`src/rtl/bcd_scoreboard_n.sv`:
```
// N-digit BCD up/down score counter with hold-to-erase, saturate/wrap limits and 7-segment decode.
// Latency: one cycle from a sampled request to bcd_o/ovf_o/unf_o; zero_o, max_o and seg_o decode the registered score.
// Backpressure: none; every request is consumed on the edge it is sampled, and requests not applied are dropped.
module bcd_scoreboard_n #(
    parameter int unsigned DIGITS     = 2,
    parameter int unsigned ERASE_HOLD = 4,
    parameter int unsigned SATURATE   = 1,
    parameter int unsigned BLANK_LZ   = 0
) (
    input  logic                  clk,
    input  logic                  rst,
    input  logic                  inc_i,
    input  logic                  dec_i,
    input  logic                  erase_i,
    output logic [4*DIGITS-1:0]   bcd_o,
    output logic [7*DIGITS-1:0]   seg_o,
    output logic                  zero_o,
    output logic                  max_o,
    output logic                  ovf_o,
    output logic                  unf_o,
    output logic                  erasing_o
);

    typedef enum logic [1:0] {
        IDLE      = 2'd0,
        ERASE_CNT = 2'd1,
        WAIT_REL  = 2'd2
    } state_t;

    localparam logic [8:0]          HOLD_LIM = 9'(ERASE_HOLD);
    localparam logic [4*DIGITS-1:0] MAX_VAL  = {DIGITS{4'h9}};

    state_t              state_q, state_d;
    logic [7:0]          hold_q, hold_d;
    logic [4*DIGITS-1:0] score_q, score_d, score_inc, score_dec;
    logic                ovf_q, ovf_d, unf_q, unf_d;
    logic                clear, req_ok, do_inc, do_dec;
    logic                inc_carry, dec_borrow, lz_run;

    function automatic logic [6:0] seg7(input logic [3:0] d);
        case (d)
            4'd0:    seg7 = 7'h7E;
            4'd1:    seg7 = 7'h30;
            4'd2:    seg7 = 7'h6D;
            4'd3:    seg7 = 7'h79;
            4'd4:    seg7 = 7'h33;
            4'd5:    seg7 = 7'h5B;
            4'd6:    seg7 = 7'h5F;
            4'd7:    seg7 = 7'h70;
            4'd8:    seg7 = 7'h7F;
            4'd9:    seg7 = 7'h7B;
            default: seg7 = 7'h00;
        endcase
    endfunction

    assign zero_o    = (score_q == '0);
    assign max_o     = (score_q == MAX_VAL);
    assign bcd_o     = score_q;
    assign ovf_o     = ovf_q;
    assign unf_o     = unf_q;
    assign erasing_o = (state_q == ERASE_CNT);

    // Ripple carry/borrow across digits; wrap at the limits is handled separately.
    always_comb begin
        inc_carry = 1'b1;
        score_inc = score_q;
        for (int k = 0; k < int'(DIGITS); k++) begin
            if (inc_carry) begin
                if (score_q[4*k +: 4] == 4'd9) begin
                    score_inc[4*k +: 4] = 4'd0;
                end else begin
                    score_inc[4*k +: 4] = score_q[4*k +: 4] + 4'd1;
                    inc_carry           = 1'b0;
                end
            end
        end
    end

    always_comb begin
        dec_borrow = 1'b1;
        score_dec  = score_q;
        for (int k = 0; k < int'(DIGITS); k++) begin
            if (dec_borrow) begin
                if (score_q[4*k +: 4] == 4'd0) begin
                    score_dec[4*k +: 4] = 4'd9;
                end else begin
                    score_dec[4*k +: 4] = score_q[4*k +: 4] - 4'd1;
                    dec_borrow          = 1'b0;
                end
            end
        end
    end

    always_comb begin
        state_d = state_q;
        hold_d  = hold_q;
        clear   = 1'b0;
        case (state_q)
            IDLE: begin
                if (erase_i) begin
                    if (ERASE_HOLD <= 1) begin
                        clear   = 1'b1;
                        state_d = WAIT_REL;
                        hold_d  = 8'd0;
                    end else begin
                        state_d = ERASE_CNT;
                        hold_d  = 8'd1;
                    end
                end
            end
            ERASE_CNT: begin
                if (!erase_i) begin
                    state_d = IDLE;
                    hold_d  = 8'd0;
                end else if (({1'b0, hold_q} + 9'd1) >= HOLD_LIM) begin
                    clear   = 1'b1;
                    state_d = WAIT_REL;
                    hold_d  = 8'd0;
                end else begin
                    hold_d = hold_q + 8'd1;
                end
            end
            WAIT_REL: begin
                if (!erase_i) begin
                    state_d = IDLE;
                end
            end
            default: begin
                state_d = IDLE;
                hold_d  = 8'd0;
            end
        endcase
    end

    // Counting only happens with the erase controller fully idle, so the
    // release edge and an aborted hold never also move the score.
    assign req_ok = (state_q == IDLE) && !erase_i;
    assign do_inc = req_ok && inc_i && !dec_i;
    assign do_dec = req_ok && dec_i && !inc_i;

    always_comb begin
        score_d = score_q;
        ovf_d   = do_inc && max_o;
        unf_d   = do_dec && zero_o;
        if (clear) begin
            score_d = '0;
        end else if (do_inc) begin
            if (max_o) begin
                score_d = (SATURATE != 0) ? score_q : '0;
            end else begin
                score_d = score_inc;
            end
        end else if (do_dec) begin
            if (zero_o) begin
                score_d = (SATURATE != 0) ? score_q : MAX_VAL;
            end else begin
                score_d = score_dec;
            end
        end
    end

    always_ff @(posedge clk or negedge rst) begin
        if (!rst) begin
            state_q <= IDLE;
            hold_q  <= 8'd0;
            score_q <= '0;
            ovf_q   <= 1'b0;
            unf_q   <= 1'b0;
        end else begin
            state_q <= state_d;
            hold_q  <= hold_d;
            score_q <= score_d;
            ovf_q   <= ovf_d;
            unf_q   <= unf_d;
        end
    end

    // Scan from the top digit down; lz_run stays set while every digit seen so far is zero.
    always_comb begin
        lz_run = 1'b1;
        seg_o  = '0;
        for (int k = int'(DIGITS) - 1; k >= 0; k--) begin
            lz_run = lz_run && (score_q[4*k +: 4] == 4'd0);
            if ((BLANK_LZ != 0) && (k > 0) && lz_run) begin
                seg_o[7*k +: 7] = 7'h00;
            end else begin
                seg_o[7*k +: 7] = seg7(score_q[4*k +: 4]);
            end
        end
    end

endmodule

```
`config.mk`:
```
export PLATFORM = sky130hd
export DESIGN_NAME = bcd_scoreboard_n
export DESIGN_NICKNAME = d
export VERILOG_FILES = /design/src/rtl/bcd_scoreboard_n.sv
export SDC_FILE = /design/constraint.sdc
export NUM_CORES = 1
export LEC_CHECK = 0
export CAP_MARGIN = 20
export CORE_MARGIN = 1
export CORE_UTILIZATION = 53
export CTS_BUF_LIST = sky130_fd_sc_hd__clkbuf_4 sky130_fd_sc_hd__clkbuf_8
export DETAILED_ROUTE_END_ITERATION = 12
export PLACE_DENSITY = 0.82
export SYNTH_ARGS = -nofsm -noshare
export SYNTH_HDL_FRONTEND = slang
export SYNTH_SLANG_ARGS = --single-unit
export TNS_END_PERCENT = 50
```
`constraint.sdc`:
```
create_clock -name clk -period 2.7 [get_ports clk]
set_input_delay 0.54 -clock clk [delete_from_list [all_inputs] [get_ports clk]]
set_output_delay 0.54 -clock clk [all_outputs]
set_load 0.01 [all_outputs]
```
# Yosys cells after proc, flatten, opt, wreduce, memory -nomap -nowiden
# Memories as Yosys holds them, arrays and structs flattened.
# Index checks and enable logic that the tools add are counted.
# word_totals
wordCells,72
mem_bits_ro,224
out_inout_bits,27
reg_bits,20
input_bits,5
memories,2
ram_bits,0
latch_bits,0
# mem_list
name,depth,width,read_ports,rd_clocked_by_memory_dff,write_ports,line_no,rtl
(name not given),16,7,1,0,0,41,case (d)
(name not given),16,7,1,0,0,41,
# op_classes
eq_ne,11
shift,0
reduce_logical,20
n_lt_le_gt_ge,1
muxes,25
addsub,6
multipliers,0
n_bitwise,1
n_div,0
# op_table
operator,n
2-to-1 mux 8 bit,8
2-to-1 mux 4 bit,6
case mux 8 bit (3 select lines),1
"adder 8 x 1 -> 9 bit, second input constant",1
"greater-or-equal comparator 9 x 3 -> 1 bit, second input constant",1
"adder 4 x 1 -> 4 bit, second input constant",2
"adder 8 x 1 -> 8 bit, second input constant",1
"equality test 4 bit, second input constant",2
"equality test 8 bit, second input constant",1
zero test 4 bit,2
zero test 8 bit,1
2-to-1 mux 2 bit,4
"subtractor 4 x 1 -> 4 bit, second input constant",2
logical AND 1 bit,7
"inequality test 3 x 2 -> 1 bit, second input constant",2
case mux 2 bit (3 select lines),1
AND reduction 3 bit,2
nonzero test 3 bit,2
2-to-1 mux 1 bit,5
AND reduction 5 bit,1
"inequality test 2 bit, second input constant",2
zero test 1 bit,3
"inequality test 3 x 1 -> 1 bit, second input constant",1
"inequality test 3 bit, second input constant",1
5 further kinds,5

# Logic depth before layout (Yosys ltp)
# depth
ltp_word,7
ltp_mapped,8
depth_no_buf,8

# Worst setup path after synthesis
# No wires, ideal clock.
# synth_path
path_kind,register to register
start,reg score_q[5] (netlist: bcd_o[5])
end,reg score_q[3] (netlist: bcd_o[3])
t_arrival_ps,1885
period_less_slack_ps,2011
required_time_ps,2574
setup_ps,126
path_buffers,0
stages_incl_launch_ff,9
path_slack_ps,689
cell_sequence,dfrtp_1 > inv_1 > ha_1 > nor3b_2 > nand2_1 > inv_1 > o22ai_2 > nor2_1 > a221o_1
# synth_via
elab_chain_cells,3
elab_cells_between_ends,5
classes_between,eq/ne (3); reduce/logical (2)
# synth_lines
element,line_no,rtl
start: declaration,35,"logic [4*DIGITS-1:0] score_q, score_d, score_inc, score_dec;"
start signal: assignment,172,score_q <= score_d;
zero test 8 bit,56,assign zero_o = (score_q == '0);
via zero_o,17,"output logic zero_o,"
inequality test 3 x 1 -> 1 bit (no line),--,
AND reduction 3 bit (no line),--,
# The timed path passes the listed nets, and every way through them passes these cells.
# A chain may end at the register's enable or synchronous reset.

# Worst setup path after layout
# layout_path
start,reg score_q[0] (netlist: bcd_o[0])
end,out seg_o[6]
# layout_via
elab_chain_cells,1
# layout_lines
element,line_no,rtl
memory read (16 x 7 bit),--,
end: declaration,16,"output logic [7*DIGITS-1:0] seg_o,"
# Every way passes these cells.

==> flow_metrics.tcl <==
set metrics [dict create \
    synth_async_sr_flop_share_pct 100.0 \
    outcome "complete, no violations" \
    synth_nets 201 \
    skew_ps 1.452 \
    crit_type "flop to output pin" \
    layout_commonest_cell "clkdlybuf4s50_1" \
    pwr-share-comb_pct 71.0 \
    fmax_mhz 383.7 \
    ant_nets 0 \
    portBuffers 31 \
    hold_class "flop to flop" \
    vias_per_cell 6.104 \
    cp_top_family "buffers and inverters" \
    die_w_um 56.04 \
    rows 19 \
    fin_nets 242 \
    critPathMaxFanout 9 \
    crit_required_ps 2160 \
    instances_no_fill 250 \
    ys_ff_latch 20 \
    layout_common_cells "clkdlybuf4s50_1 (29), dfrtp_1 (19), nor2_1 (18), a21oi_1 (18), o21ai_0 (17)" \
    drc 0 \
    fill_cells 197 \
    finalMaxSlewViolations 0 \
    clkLatencyLatePin_ps 310 \
    finalCritPeriodShare_pct 96.53 \
    die_area_um2 3140 \
    worstPathArrival_ps 2070 \
    tightest_slew_ps 901.5 \
    cts_sinks 20 \
    power.switching_mw 1.167 \
    worstHoldPathCells 1 \
    antenna_found_initial 0 \
    layout-drive-gt1-share_pct 15.07 \
    finalWorstSetupSlack_ps 93.59 \
    cp.depth 6 \
    drt-total-wl_mm 3.977 \
    grt_pass1_wl_mm 6.575 \
    ioPinCount 32 \
    multi_input_area_um2 999.7 \
    n_antenna_cell 0 \
    cts_root_buf "clkbuf_4" \
    cp-end-kind "output pin" \
    slowest_delay_ps 560 \
    core_area_um2 2758 \
    synth_adder_area_share_pct 13.74 \
    grt_pass1_vias 1496 \
    first_pass_iters 4 \
    initial_core_util_pct 56.13 \
    placed_cells 242 \
    hold_slack_ps 492.6 \
    muxShareOfSynthArea_pct 0.6467 \
    area_delta_synth_final_pct 31.53 \
    switching_share_pct 44.43 \
    hold_viol 0 \
    cap_violations 0 \
    cts_buffer_depth 2 \
    p_leak_nw 0.9243 \
    drt_iter0_markers 49 \
    synth.avg_cell_area_um2 8.647 \
    p_per_area_nw_per_um2 1290 \
    synth_ff_type "dfrtp_1" \
    place.gp.congestion 0.8467 \
    synth-compound-area-share_pct 24.66 \
    gr-usage-all-layers_pct 25.49 \
    ctsHoldBuffers 0 \
    synthDistinctLibCells 42 \
    synth_edf_count 0 \
    cts_tree "done" \
    grt_overflow 0 \
    synth_xor_xnor_area_share_pct 1.132 \
    synth_simple_gate_area_share_pct 22.72 \
    num_vias 1526 \
    dp_hpwl_mm 2.663 \
    min_period_ps 2606 \
    netlist_area_um2 1548 \
    postSynthCellCount 179 \
    finalSetupViolations 0 \
    wl_per_cell_um 15.91 \
    clk_pin_slew_ps 120 \
    rr_worst_depth 8 \
    cp_slowest_cell "clkdlybuf4s50_1" \
    cts_made_buffers 3 \
    p_int_mw 1.459 \
    clkPwrFrac_pct 9.5 \
    synth_seq_area_share_pct 32.34 \
    p_seq_share_pct 19.6 \
    grt_max_degree 21 \
    peakVddDrop_mv 1.421 \
    cp_num_buf_inv 2 \
    h-tree-depth 1 \
    maxSlewHeadroom_pct 39.71 \
    synth_top_family_by_area "compound AO/OA/AOI/OAI gates" \
    seq_area_um2 501.7 \
    dp_slack_ps 293.3 \
    yosysWarningCount 0 \
    cp_cell_sequence "buf_4 -> ha_1 -> nor2_2 -> a21oi_1 -> o21ai_0 -> clkdlybuf4s50_1" \
    critPathLaunchType "flop" \
    fp.dieH_um 56.04 \
]
==> power by group through the flow <==
| stage | sequential (mW) | combinational [mW] | clock (mW) |
|---|---|---|---|
| floorplan | 0.537 | 0.935 | 0 |
| global placement | 0.515 | 1.66 | 0 |
| detailed placement | 0.523 | 1.71 | 0 |
| CTS | 0.525 | 1.76 | 0.248 |
| global route | 0.525 | 2.02 | 0.262 |
| finish | 0.513 | 1.86 | 0.248 |
==> cell type report <==
type                       instances  area share, %
clock inverter                     1          1.475
clock buffer                       3          1.106
timing repair buffer              42          19.55
multi-input combinational        141          49.11
sequential                        20          24.65
tap                               31          1.905
inverter                          12          2.213
==> flip-flops by register name (all words and copies together), names as in the netlist <==
| register | cells |
|---|---|
| ovf_o | 1 |
| unf_o | 1 |
| state_q | 2 |
| hold_q | 8 |
| bcd_o | 8 |
==> cell usage after synthesis (all sizes together), types with 2 or more instances <==
cell / count / share of area (%)
a21boi: 3 / 1.7
a21o: 3 / 1.5
a21oi: 18 / 5.8
a311oi: 3 / 1.7
and2: 8 / 3.2
buf: 5 / 1.6
dfrtp: 20 / 32
ha: 17 / 14
inv: 12 / 2.9
nand2: 13 / 3.3
nand3b: 2 / 1.2
nor2: 20 / 4.9
nor2b: 4 / 1.6
nor3: 5 / 2.3
nor3b: 2 / 2.0
o21ai: 17 / 5.5
o22ai: 6 / 2.8
o31ai: 2 / 0.97
or4: 2 / 0.97
xnor2: 2 / 1.1
==> path summary, 6_finish.rpt <==
| check | startpoint | endpoint | slack, ps |
|---|---|---|---|
| setup / recovery | bcd_o[0] | seg_o[6] | 90 |
| hold / removal | hold_q[7] | hold_q[7] | 490 |
| setup reg to reg | bcd_o[0] | bcd_o[5] | 540 |
| hold reg to reg | hold_q[7] | hold_q[7] | 490 |
| max in group asynchronous | rst | bcd_o[7] | 1370 |
| min in group asynchronous | rst | hold_q[0] | 720 |
==> per-stage QoR <==
step / util [%] / TNS [ps] / area [µm²] / power [mW]
after global routing: 73.82 / -11.95 / 2036 / 2.811
after floorplan: - / 0 / 1548 / 1.472
after detailed placement: 69.65 / 0 / 1921 / 2.232
after global placement: 69.65 / 0 / 1921 / 2.180
final: 73.82 / 0 / 2036 / 2.626
after CTS: 72.19 / 0 / 1991 / 2.535
==> kinds of logic (layout without fill, tap and decap cells) <==
kind of cell | Yosys count | count (layout)
AOI/OAI and AO/OA | 60 | 60
buffers and inverters | 18 | 58
adders and majority gates | 17 | 17
and+or+nand+nor | 61 | 61
xor gates and xnor gates | 2 | 2
DFF | 20 | 20
muxes | 1 | 1
==> what timing repair did <==
| item | 4_1_cts | 5_1_grt |
|---|---|---|
| resized for setup | 3 | 9 |
| setup endpoints to repair | 3 | 7 |
| buffers inserted | 1 | 3 |
| gates cloned | 0 | 0 |
==> per-layer routing <==
layer  wire length [µm]  GRT usage (%)
met4                104          10.10
met2               2116          45.92
met5                  0              0
met3                147          2.791
met1               1609          30.85
No activity file was read; power rests on OpenSTA's default activity.
